$ cat src/rtl/ex_muldiv_unit_pkg.sv
// Shared definitions for the EX-stage iterative multiply/divide unit:
// op encodings, FSM state type and operand magnitude helper.
package ex_muldiv_unit_pkg;

    localparam int XLEN  = 32;
    localparam int CNT_W = 6;

    localparam logic [1:0] OP_MULT  = 2'b00;
    localparam logic [1:0] OP_MULTU = 2'b01;
    localparam logic [1:0] OP_DIV   = 2'b10;
    localparam logic [1:0] OP_DIVU  = 2'b11;

    typedef enum logic [1:0] {
        S_IDLE,
        S_CALC,
        S_FIX,
        S_DONE
    } state_t;

    function automatic logic [XLEN-1:0] magnitude(input logic [XLEN-1:0] v, input logic is_signed);
        return (is_signed && v[XLEN-1]) ? (~v + XLEN'(1)) : v;
    endfunction

endpackage

$ cat src/rtl/ex_muldiv_unit_if.sv
// Pipeline-facing bundle of the multiply/divide unit: op request, squash,
// stall back-pressure and HI/LO results.
interface ex_muldiv_unit_if
    import ex_muldiv_unit_pkg::*;
#(
    parameter int XLEN = 32
);
    logic            start;
    logic [1:0]      op;
    logic [XLEN-1:0] operand_a;
    logic [XLEN-1:0] operand_b;
    logic            flush;
    logic            stall;
    logic            busy;
    logic            done;
    logic [XLEN-1:0] hi;
    logic [XLEN-1:0] lo;
    logic            div_by_zero;

    modport master (
        output start, op, operand_a, operand_b, flush,
        input  stall, busy, done, hi, lo, div_by_zero
    );

    modport slave (
        input  start, op, operand_a, operand_b, flush,
        output stall, busy, done, hi, lo, div_by_zero
    );

endinterface

$ cat src/rtl/ex_muldiv_unit_step.sv
// One iteration of the 64-bit accumulator: shift-add for multiply,
// restoring shift-subtract for divide (remainder high, quotient low).
module ex_muldiv_step
    import ex_muldiv_unit_pkg::*;
#(
    parameter int XLEN = 32
) (
    input  logic              is_div,
    input  logic [2*XLEN-1:0] acc_in,
    input  logic [XLEN-1:0]   opnd,
    output logic [2*XLEN-1:0] acc_out
);

    logic [XLEN:0] sum;
    logic [XLEN:0] rem_sh;
    logic [XLEN:0] diff;

    always_comb begin
        sum     = {1'b0, acc_in[2*XLEN-1:XLEN]} + {1'b0, opnd};
        rem_sh  = {acc_in[2*XLEN-1:XLEN], acc_in[XLEN-1]};
        diff    = rem_sh - {1'b0, opnd};
        acc_out = '0;
        if (is_div) begin
            // remainder stays below the divisor, so a borrow shows up in the top bit
            if (!diff[XLEN])
                acc_out = {diff[XLEN-1:0], acc_in[XLEN-2:0], 1'b1};
            else
                acc_out = {rem_sh[XLEN-1:0], acc_in[XLEN-2:0], 1'b0};
        end else if (acc_in[0]) begin
            acc_out = {sum, acc_in[XLEN-1:1]};
        end else begin
            acc_out = {1'b0, acc_in[2*XLEN-1:1]};
        end
    end

endmodule

$ cat src/rtl/ex_muldiv_unit.sv
// Iterative MULT/MULTU/DIV/DIVU unit in EX: magnitudes are iterated for
// XLEN cycles, signs are applied in FIX, and stall holds ID/EX until done.
module ex_muldiv_unit
    import ex_muldiv_unit_pkg::*;
#(
    parameter int XLEN  = 32,
    parameter int CNT_W = 6
) (
    input  logic              clk,
    input  logic              rst,
    ex_muldiv_unit_if.slave   bus
);

    state_t            state;
    state_t            state_next;
    logic [CNT_W-1:0]  cnt;
    logic [2*XLEN-1:0] acc;
    logic [2*XLEN-1:0] acc_step;
    logic [2*XLEN-1:0] fixed;
    logic [XLEN-1:0]   opnd;
    logic              is_div;
    logic              neg_res;
    logic              neg_rem;
    logic [XLEN-1:0]   hi_q;
    logic [XLEN-1:0]   lo_q;
    logic              done_q;
    logic              busy_q;
    logic              dbz_q;

    logic              accept;
    logic              dbz_hit;
    logic              op_signed;
    logic [XLEN-1:0]   mag_a;
    logic [XLEN-1:0]   mag_b;

    assign op_signed = ~bus.op[0];
    assign accept    = (state == S_IDLE) && bus.start && !bus.flush;
    assign dbz_hit   = accept && bus.op[1] && (bus.operand_b == '0);
    assign mag_a     = magnitude(bus.operand_a, op_signed);
    assign mag_b     = magnitude(bus.operand_b, op_signed);

    assign bus.stall       = bus.start && (state != S_DONE);
    assign bus.busy        = busy_q;
    assign bus.done        = done_q;
    assign bus.hi          = hi_q;
    assign bus.lo          = lo_q;
    assign bus.div_by_zero = dbz_q;

    ex_muldiv_step #(.XLEN(XLEN)) u_step (
        .is_div  (is_div),
        .acc_in  (acc),
        .opnd    (opnd),
        .acc_out (acc_step)
    );

    always_comb begin
        state_next = state;
        case (state)
            S_IDLE:  if (accept) state_next = dbz_hit ? S_DONE : S_CALC;
            S_CALC:  if (cnt == '0) state_next = S_FIX;
            S_FIX:   state_next = S_DONE;
            S_DONE:  state_next = S_IDLE;
            default: state_next = S_IDLE;
        endcase
        if (bus.flush)
            state_next = S_IDLE;
    end

    always_comb begin
        fixed = acc;
        if (is_div) begin
            fixed[2*XLEN-1:XLEN] = neg_rem ? -acc[2*XLEN-1:XLEN] : acc[2*XLEN-1:XLEN];
            fixed[XLEN-1:0]      = neg_res ? -acc[XLEN-1:0]      : acc[XLEN-1:0];
        end else if (neg_res) begin
            fixed = -acc;
        end
    end

    always_ff @(posedge clk or posedge rst) begin
        if (rst) begin
            state   <= S_IDLE;
            cnt     <= '0;
            acc     <= '0;
            opnd    <= '0;
            is_div  <= 1'b0;
            neg_res <= 1'b0;
            neg_rem <= 1'b0;
            hi_q    <= '0;
            lo_q    <= '0;
            done_q  <= 1'b0;
            busy_q  <= 1'b0;
            dbz_q   <= 1'b0;
        end else begin
            state  <= state_next;
            done_q <= (state_next == S_DONE);
            busy_q <= (state_next == S_CALC) || (state_next == S_FIX);
            if (accept) begin
                is_div  <= bus.op[1];
                neg_res <= op_signed && (bus.operand_a[XLEN-1] ^ bus.operand_b[XLEN-1]);
                neg_rem <= op_signed && bus.operand_a[XLEN-1];
                cnt     <= CNT_W'(XLEN - 1);
                dbz_q   <= dbz_hit;
                // multiplier/dividend seeds the low half; the other magnitude feeds the step
                acc     <= {{XLEN{1'b0}}, bus.op[1] ? mag_a : mag_b};
                opnd    <= bus.op[1] ? mag_b : mag_a;
                if (dbz_hit) begin
                    hi_q <= bus.operand_a;
                    lo_q <= '1;
                end
            end else if (state == S_CALC && !bus.flush) begin
                acc <= acc_step;
                cnt <= cnt - CNT_W'(1);
            end else if (state == S_FIX && !bus.flush) begin
                hi_q <= fixed[2*XLEN-1:XLEN];
                lo_q <= fixed[XLEN-1:0];
            end
        end
    end

endmodule

$ cat src/flat_wrapper.sv
// flat-port wrapper written by rule: the top's interface ports become plain ports
module ex_muldiv_unit_flat import ex_muldiv_unit_pkg::*;
#(
    parameter int XLEN  = 32,
    parameter int CNT_W = 6
)
  (clk, rst, bus_start, bus_op, bus_operand_a, bus_operand_b, bus_flush, bus_stall, bus_busy, bus_done, bus_hi, bus_lo, bus_div_by_zero);
  ex_muldiv_unit_if #(.XLEN(XLEN)) bus_i ();
  input  logic clk;
  input  logic rst;
  input wire logic [$bits(bus_i.start)-1:0] bus_start;
  input wire logic [$bits(bus_i.op)-1:0] bus_op;
  input wire logic [$bits(bus_i.operand_a)-1:0] bus_operand_a;
  input wire logic [$bits(bus_i.operand_b)-1:0] bus_operand_b;
  input wire logic [$bits(bus_i.flush)-1:0] bus_flush;
  output wire logic [$bits(bus_i.stall)-1:0] bus_stall;
  output wire logic [$bits(bus_i.busy)-1:0] bus_busy;
  output wire logic [$bits(bus_i.done)-1:0] bus_done;
  output wire logic [$bits(bus_i.hi)-1:0] bus_hi;
  output wire logic [$bits(bus_i.lo)-1:0] bus_lo;
  output wire logic [$bits(bus_i.div_by_zero)-1:0] bus_div_by_zero;
  assign bus_i.start = bus_start;
  assign bus_i.op = bus_op;
  assign bus_i.operand_a = bus_operand_a;
  assign bus_i.operand_b = bus_operand_b;
  assign bus_i.flush = bus_flush;
  assign bus_stall = bus_i.stall;
  assign bus_busy = bus_i.busy;
  assign bus_done = bus_i.done;
  assign bus_hi = bus_i.hi;
  assign bus_lo = bus_i.lo;
  assign bus_div_by_zero = bus_i.div_by_zero;
  ex_muldiv_unit #(.XLEN(XLEN), .CNT_W(CNT_W)) u_core (.clk(clk), .rst(rst), .bus(bus_i));
endmodule
$ cat config.mk
export PLATFORM = sky130hd
export DESIGN_NAME = ex_muldiv_unit_flat
export DESIGN_NICKNAME = d
export VERILOG_FILES = /design/src/rtl/ex_muldiv_unit_pkg.sv /design/src/rtl/ex_muldiv_unit_if.sv /design/src/rtl/ex_muldiv_unit_step.sv /design/src/rtl/ex_muldiv_unit.sv /design/src/flat_wrapper.sv
export SDC_FILE = /design/constraint.sdc
export NUM_CORES = 1
export LEC_CHECK = 0
export CELL_PAD_IN_SITES_DETAIL_PLACEMENT = 1
export CELL_PAD_IN_SITES_GLOBAL_PLACEMENT = 2
export CORE_ASPECT_RATIO = 0.9
export CORE_MARGIN = 1
export CORE_UTILIZATION = 35
export DETAILED_ROUTE_END_ITERATION = 12
export PLACE_DENSITY_LB_ADDON = 0.1
export SKIP_LAST_GASP = 1
export SLEW_MARGIN = 30
export SYNTH_ARGS = -nofsm -noshare
export SYNTH_HDL_FRONTEND = slang
export SYNTH_SLANG_ARGS = --single-unit
$ cat constraint.sdc
create_clock -name clk -period 6.96 [get_ports clk]
set_clock_uncertainty 0.15 [all_clocks]
set_input_delay 1.392 -clock clk [delete_from_list [all_inputs] [get_ports clk]]
set_output_delay 1.392 -clock clk [all_outputs]
set_load 0.03 [all_outputs]
## Yosys cells after proc, flatten, opt, wreduce, memory -nomap -nowiden

Cells that the tools add are included.

| cells by class | value |
|---|---|
| equal/unequal tests | 9 |
| $lt $le $gt $ge | 0 |
| multiply operators | 0 |
| shifts and indexed selects | 0 |
| div/mod/pow operators | 0 |
| add/sub/neg operators | 8 |
| bitwise gates (word level) | 4 |
| muxes and demuxes | 28 |
| reductions and logical operators | 18 |

Operators with widths:

| kind | number |
|---|---|
| $mux 32 | 14 |
| $mux 64 | 7 |
| $add 32x1->32 const B | 2 |
| $neg 32->32 | 2 |
| $neg 64->64 | 1 |
| $not 32->32 | 2 |
| $add 32x32->33 | 1 |
| $sub 33x32->33 | 1 |
| $logic_not 32->1 | 1 |
| $mux 6 | 2 |
| $logic_and 1x1->1 | 10 |
| $eq 2x2->1 const B | 4 |
| $mux 2 | 4 |
| $pmux 2 s4 | 1 |
| $logic_not 6->1 | 1 |
| $sub 6x1->6 const B | 1 |
| $eq 2x1->1 const B | 2 |
| $ne 2x2->1 const B | 2 |
| $reduce_bool 2->1 | 2 |
| $reduce_and 3->1 | 1 |
| $logic_not 2->1 | 1 |
| $ne 2x1->1 const B | 1 |
| $logic_not 1->1 | 1 |
| $logic_or 1x1->1 | 1 |
| other kinds (2) | 2 |

| word-level totals | value |
|---|---|
| RAM bits | 0 |
| bits in latches | 0 |
| memories kept | 0 |
| input bits | 70 |
| memory bits (read-only) | 0 |
| flip-flop bits (word level) | 174 |
| word-level logic and storage cells | 79 |

## Logic depth before layout (Yosys ltp)

| logic depth | value |
|---|---|
| word-level depth | 11 |
| depth in mapped cells | 15 |

## Modules after synthesis

Synthesis repeated with hierarchy kept, for this count alone.

| unflattened totals | value |
|---|---|
| cell total of the unflattened synthesis | 1967 |
| area, all modules | 15523.6 sq um |

Modules (own cells, without submodules):

| module | area an instance (sq um) | instances | cells an instance |
|---|---|---|---|
| ex_muldiv_unit | 10694.0 | 1 | 1286 |
| ex_muldiv_step | 4829.6 | 1 | 681 |

## Worst setup path before layout

OpenSTA, ideal clock, no wires.

| timing | value |
|---|---|
| path kind | input port to flip-flop |
| from | input bus_operand_b[13] |
| to | register u_core.hi_q[20] (netlist: u_core.bus.hi[20]) |
| cell stages on the path | 11 |
| path buffers | 2 |
| arrival | 3782 ps |
| path slack | 2904 ps |
| library setup time | 124 ps |
| cells stage by stage | or4_4 -> or3_4 -> or3_4 -> nor2_2 -> and2_4 -> a21oi_2 -> or3_1 -> buf_2 -> buf_6 -> a21oi_2 -> o21ai_1 |

| between the ends | value |
|---|---|
| cells in the longest elaborated chain, start to end | 4 |

Ends and longest elaborated chain:

| element | RTL line | text |
|---|---|---|
| from (decl) | flat_wrapper.sv:14 | `input wire logic [$bits(bus_i.operand_b)-1:0] bus_operand_b;` |
| $logic_not 32->1 | ex_muldiv_unit.sv:38 | `assign dbz_hit = accept && bus.op[1] && (bus.operand_b == '0);` |
| $logic_and 1x1->1 | ex_muldiv_unit.sv:38 |  |
| $ne 2x2->1 (no line) | -- |  |
| $reduce_and 3->1 (no line) | -- |  |
| to (signal assigned) | ex_muldiv_unit.sv:107 | `hi_q <= bus.operand_a;` |
| to (signal assigned) | ex_muldiv_unit.sv:114 | `hi_q <= fixed[2*XLEN-1:XLEN];` |
| to (decl) | ex_muldiv_unit.sv:24 | `logic [XLEN-1:0] hi_q;` |

Every way passes these cells.
A chain may end at the register's enable or synchronous reset.

## Worst setup path after layout

| timing | value |
|---|---|
| from | register u_core.acc[31] |
| to | register u_core.acc[0] |

| between the ends | value |
|---|---|
| cells in the longest elaborated chain, start to end | 5 |

Ends and longest elaborated chain:

| element | RTL line | text |
|---|---|---|
| from (decl) | ex_muldiv_unit.sv:17 | `logic [2*XLEN-1:0] acc;` |
| from (signal assigned) | ex_muldiv_unit.sv:104 | `acc <= {{XLEN{1'b0}}, bus.op[1] ? mag_a : mag_b};` |
| from (signal assigned) | ex_muldiv_unit.sv:111 | `acc <= acc_step;` |
| $sub 33x32->33 | ex_muldiv_unit_step.sv:21 | `diff = rem_sh - {1'b0, opnd};` |
| $mux 64 | ex_muldiv_unit_step.sv:25 | `if (!diff[XLEN])` |
| $mux 64 | ex_muldiv_unit_step.sv:23 | `if (is_div) begin` |
| $mux 64 | ex_muldiv_unit.sv:110 | `end else if (state == S_CALC && !bus.flush) begin` |
| $mux 64 | ex_muldiv_unit.sv:97 | `if (accept) begin` |

Every way passes these cells. The select of a mux whose other input is x is not followed.

==> impl.org <==
** Final layout
- Of the cells placed in the final design, the portion with a size suffix greater than 1 is 5.02%.
- Filler Cells Inserted :: 5,018
- Final net count :: 2,083
- Number of antenna cells inserted :: 0
- Total area of sequential cells :: 4360 um2
- Cell Count, Final, Fillers Out :: 2,500
- Compared with the post-synthesis result, the final layout area differs by 16.2%.
- Multi-input logic area :: 9740 um2

** STA
- Setup repair after global routing left no endpoint under its margin.
- Achievable Freq :: 214 MHz
- Total setup violations reported at the end of the flow :: 0
- The worst pin sits at a relative slew slack of 35.6%.
- Final period util :: 67.1%
- Worst hold slack :: 0.345 ns
- Final Critical Period :: 4.67 ns
- The max-slew violation count was 0.
- Final Hold Viols :: 0
- Transition at the pin with the smallest max-transition slack :: 0.966 ns
- Total Neg Setup Slack :: 0 ns

** Worst setup path
- In this run the number of cells on the critical path is 14.
- First element of the critical path :: u_core.acc[31]$_DFFE_PP0P_
- Endpoint of the most critical register-to-register path :: u_core.acc[0]$_DFFE_PP0P_
- Launch point of the worst reg-to-reg path :: u_core.acc[31]$_DFFE_PP0P_
- Worst path required time :: 7.20 ns
- Across all register-to-register paths, the minimum setup slack is 2.29 ns.
- Critical Path Sink :: u_core.acc[0]$_DFFE_PP0P_
- Measured in cells, the most critical reg-to-reg path has a length of 14.
- Nature of the critical path endpoint :: register
- Slowest Stage Delay on Critical Path :: 0.58 ns
- By startpoint and endpoint, the worst setup path is classified as register to register.
- Broken down by cell family, the worst path's largest delay share belongs to compound AO/OA/AOI/OAI gates.
- Number of buffer and inverter stages on the critical path :: 2
- Largest fanout of any net on the critical path :: 37
- Crit-path slowest cell :: xnor2_2
- Crit-path cells :: inv_1 -> ha_1 -> fa_1 -> nand2b_1 -> a21oi_1 -> o211ai_1 -> a21boi_0 -> nor3_1 -> xnor2_2 -> buf_12 -> nand2_1 -> o21ai_0 -> nor2_1 -> o22ai_1
- Critical path arrival :: 4.92 ns
- Critical path startpoint category :: register

** Drt
- Vias after detailed routing :: 14.5k
- Detailed-route wire length :: 59.5 mm
- Average wire per cell in the routed design :: 23.8 um
- In the routed design, unresolved DRC markers number 0.
- Dividing the detail-routed via count by the number of cells gives 5.81.
- The count of nets left with antenna violations once routing finished came out at 0.
- Detailed router's first-iteration violation count :: 918
- First-pass iteration count of the detailed router :: 7

** GRT
- Total overflow reported by the global router :: 0
- Maximum number of pins on one net before global-route repair :: 106
- The number of global-route vias before repair is 14.6k.
- Antenna violations before repair :: 1
- The first global-routing pass estimated 91.1 mm of wire.
- Total routing usage reported by global routing :: 28.0%

** Place
- Including well taps, the total number of placed cells is 2,467.
- The congestion estimate from routability-driven global placement came to 0.885.
- Count of port buffers added during placement :: 137
- DP Wirelength :: 44.8 mm

** Clock tree
- Counting every sink on the clock net gives 174.
- Clk slew on worst S/H paths :: 0.08 ns
- CTS H-tree lvls :: 4
- After clock tree synthesis, the repair step resized 0 gates.
- In this run the clock root is driven by a clkbuf_16.
- For this design, the CTS-stage hold fixing added 0 buffers.
- Clock tree synthesis inserted a total of 17 buffers.
- CTS tree :: yes
- Buffer count from post-CTS setup fixing :: 0
- Later-pin clock latency in the skew report :: 0.48 ns
- The longest clock path from root to sink contains 2 buffers.

** Floorplanning
- The initialized floorplan defines 71 standard-cell rows.
- The die is 219 um wide.
- Initial cell density of the core :: 35.5%
- Die Footprint :: 43,200 um2
- Height of the die :: 197 um
- The floorplan step defined a core boundary enclosing 41,800 um2.
- Boundary Pins :: 138

** Logic synthesis
- Synth area leaders :: dfrtp_1, xnor2_1, ha_1
- The commonest cells after synthesis are nand2_1, dfrtp_1, nor2_1.
- #FFs+latches synth :: 174
- Post-synthesis area per instance :: 7.83 um2
- The number of nets in the synthesized netlist is 2,036.
- Yosys Warn Count :: 0
- Synth unique cells :: 68
- Of the post-synthesis cell area, the dominant cell type holds 29.4%.
- Most numerous cell in the Yosys netlist :: nand2_1
- Yosys mapped a number of flops with a built-in enable equal to 0.
- For this run, the leading register cell type out of synthesis is dfrtp_1.
- Async S/R FF share, synth :: 100%
- Netlist area before placement :: 14,800 um2
- Number of instances in the synthesized netlist :: 1,893
- After synthesis, flip-flops and latches occupy 29.4% of the total area.
- Synth area leader :: dfrtp_1

** Power and ir drop
- The worst-case IR drop observed on VDD is 0.000200 V.
- Of the total power, combinational logic draws 57.3%.
- Overall power consumption :: 6.51 mW
- Net Switching :: 3.14 mW
- In this run, the clock network consumes 16.7% of the power.
- The analysis attributes to cell leakage a power of 7.23 nW.
- Total power per unit cell area :: 378 nW/um2
- Share of total power in sequential cells :: 25.9%
- Sw frac :: 48.2%
- Internal power consumption :: 3.37 mW

** Hold path
- Classification of the worst-slack hold path :: register to register

** Flow run
- MaxCap Viol Count :: 0

** Outcome
- The run finished with clean final reports.
per-layer routing:
| metal | global-route usage, % | vias up | wire length (um) |
|---|---|---|---|
| li1 | - | 6864 | - |
| met1 | 40.4 | 7296 | 29600 |
| met2 | 43.3 | 298 | 26300 |
| met3 | 4.39 | 54 | 2470 |
| met4 | 6.84 | 2 | 1110 |
| met5 | 0 | - | 13 |
metrics by stage:
stage	util, %	area (um2)	worst slack, ns
finish	41.3	17200	2.29
global route	41.3	17200	2.10
CTS	41.2	17200	2.28
detailed placement	39.7	16600	1.85
global placement	39.7	16600	1.66
floorplan	-	14800	0.701
sequential cells by signal (all words and copies together) (netlist names), 2 cells and up:
name	flops
u_core.acc	64
u_core.bus.hi	32
u_core.bus.lo	32
u_core.cnt	6
u_core.opnd	32
u_core.state	2
tightest hold or removal path, stage by stage (launching register included):
cell     delay [ns]
dfrtp_1        0.36
nand2_1        0.05
nand2_1        0.05
cells in the final DEF, fill, tap and decap left out, drive strengths merged, types with 9 or more instances in the layout:
cell | netlist | final
ha | 71 | 71
xnor2 | 108 | 108
nand2b | 12 | 12
a31oi | 50 | 50
a211oi | 25 | 25
and3 | 12 | 12
dfrtp | 174 | 174
mux2i | 64 | 64
nor2 | 169 | 169
nand2 | 218 | 218
o21ai | 181 | 181
a21oi | 173 | 173
a22o | 13 | 13
buf | 34 | 24
nor3 | 37 | 37
xor2 | 72 | 72
o31ai | 26 | 26
or3 | 11 | 11
o41ai | 10 | 10
nand3 | 22 | 22
nor4 | 24 | 24
o211ai | 43 | 43
or4 | 13 | 13
o21bai | 9 | 9
inv | 68 | 70
clkbuf | 98 | 19
nand4 | 11 | 11
o221ai | 13 | 13
clkdlybuf4s50 | 0 | 136
nor2b | 19 | 19
a21o | 37 | 37
area by class of cell:
class / count / area share (%)
inverters: 68 / 1.52
multi-input cells: 1519 / 56.5
clock inverters: 13 / 1.08
clock buffers: 19 / 2.57
flip-flops and latches: 174 / 25.3
repair buffers: 160 / 9.04
well taps: 547 / 3.97
cell families after synthesis:
family,count (synthesis),share of synthesized area (%)
fa+ha+maj,73,6.26
xor+xnor,180,10.6
flops,174,29.4
simple gates,576,17.8
compound gates,625,26.2
buf+inv,200,5.37
mux,65,4.40
worst min-delay path by stage:
stage	startpoint	cells after the start	end	slack, ns
6_report	u_core.bus.lo[17]$_DFFE_PP0P_	2	u_core.bus.lo[17]$_DFFE_PP0P_	0.34
4_1_cts	u_core.bus.lo[17]$_DFFE_PP0P_	2	u_core.bus.lo[17]$_DFFE_PP0P_	0.35
3_5_place_dp	u_core.bus.lo[17]$_DFFE_PP0P_	2	u_core.bus.lo[17]$_DFFE_PP0P_	0.34
5_1_grt	u_core.bus.lo[21]$_DFFE_PP0P_	2	u_core.bus.lo[21]$_DFFE_PP0P_	0.39
3_3_place_gp	u_core.bus.hi[25]$_DFFE_PP0P_	2	u_core.bus.hi[25]$_DFFE_PP0P_	0.32
2_1_floorplan	u_core.opnd[22]$_DFFE_PP0P_	2	u_core.opnd[22]$_DFFE_PP0P_	0.33
power groups by stage:
stage | clock network, mW | logic (mW) | registers [mW]
2_1_floorplan | 0 | 2.79 | 1.50
3_3_place_gp | 0 | 3.65 | 1.69
3_5_place_dp | 0 | 3.70 | 1.70
4_1_cts | 1.11 | 3.73 | 1.68
5_1_grt | 1.15 | 4.13 | 1.73
6_report | 1.09 | 3.73 | 1.69
Note: power is estimated with default switching activity, not from simulation.
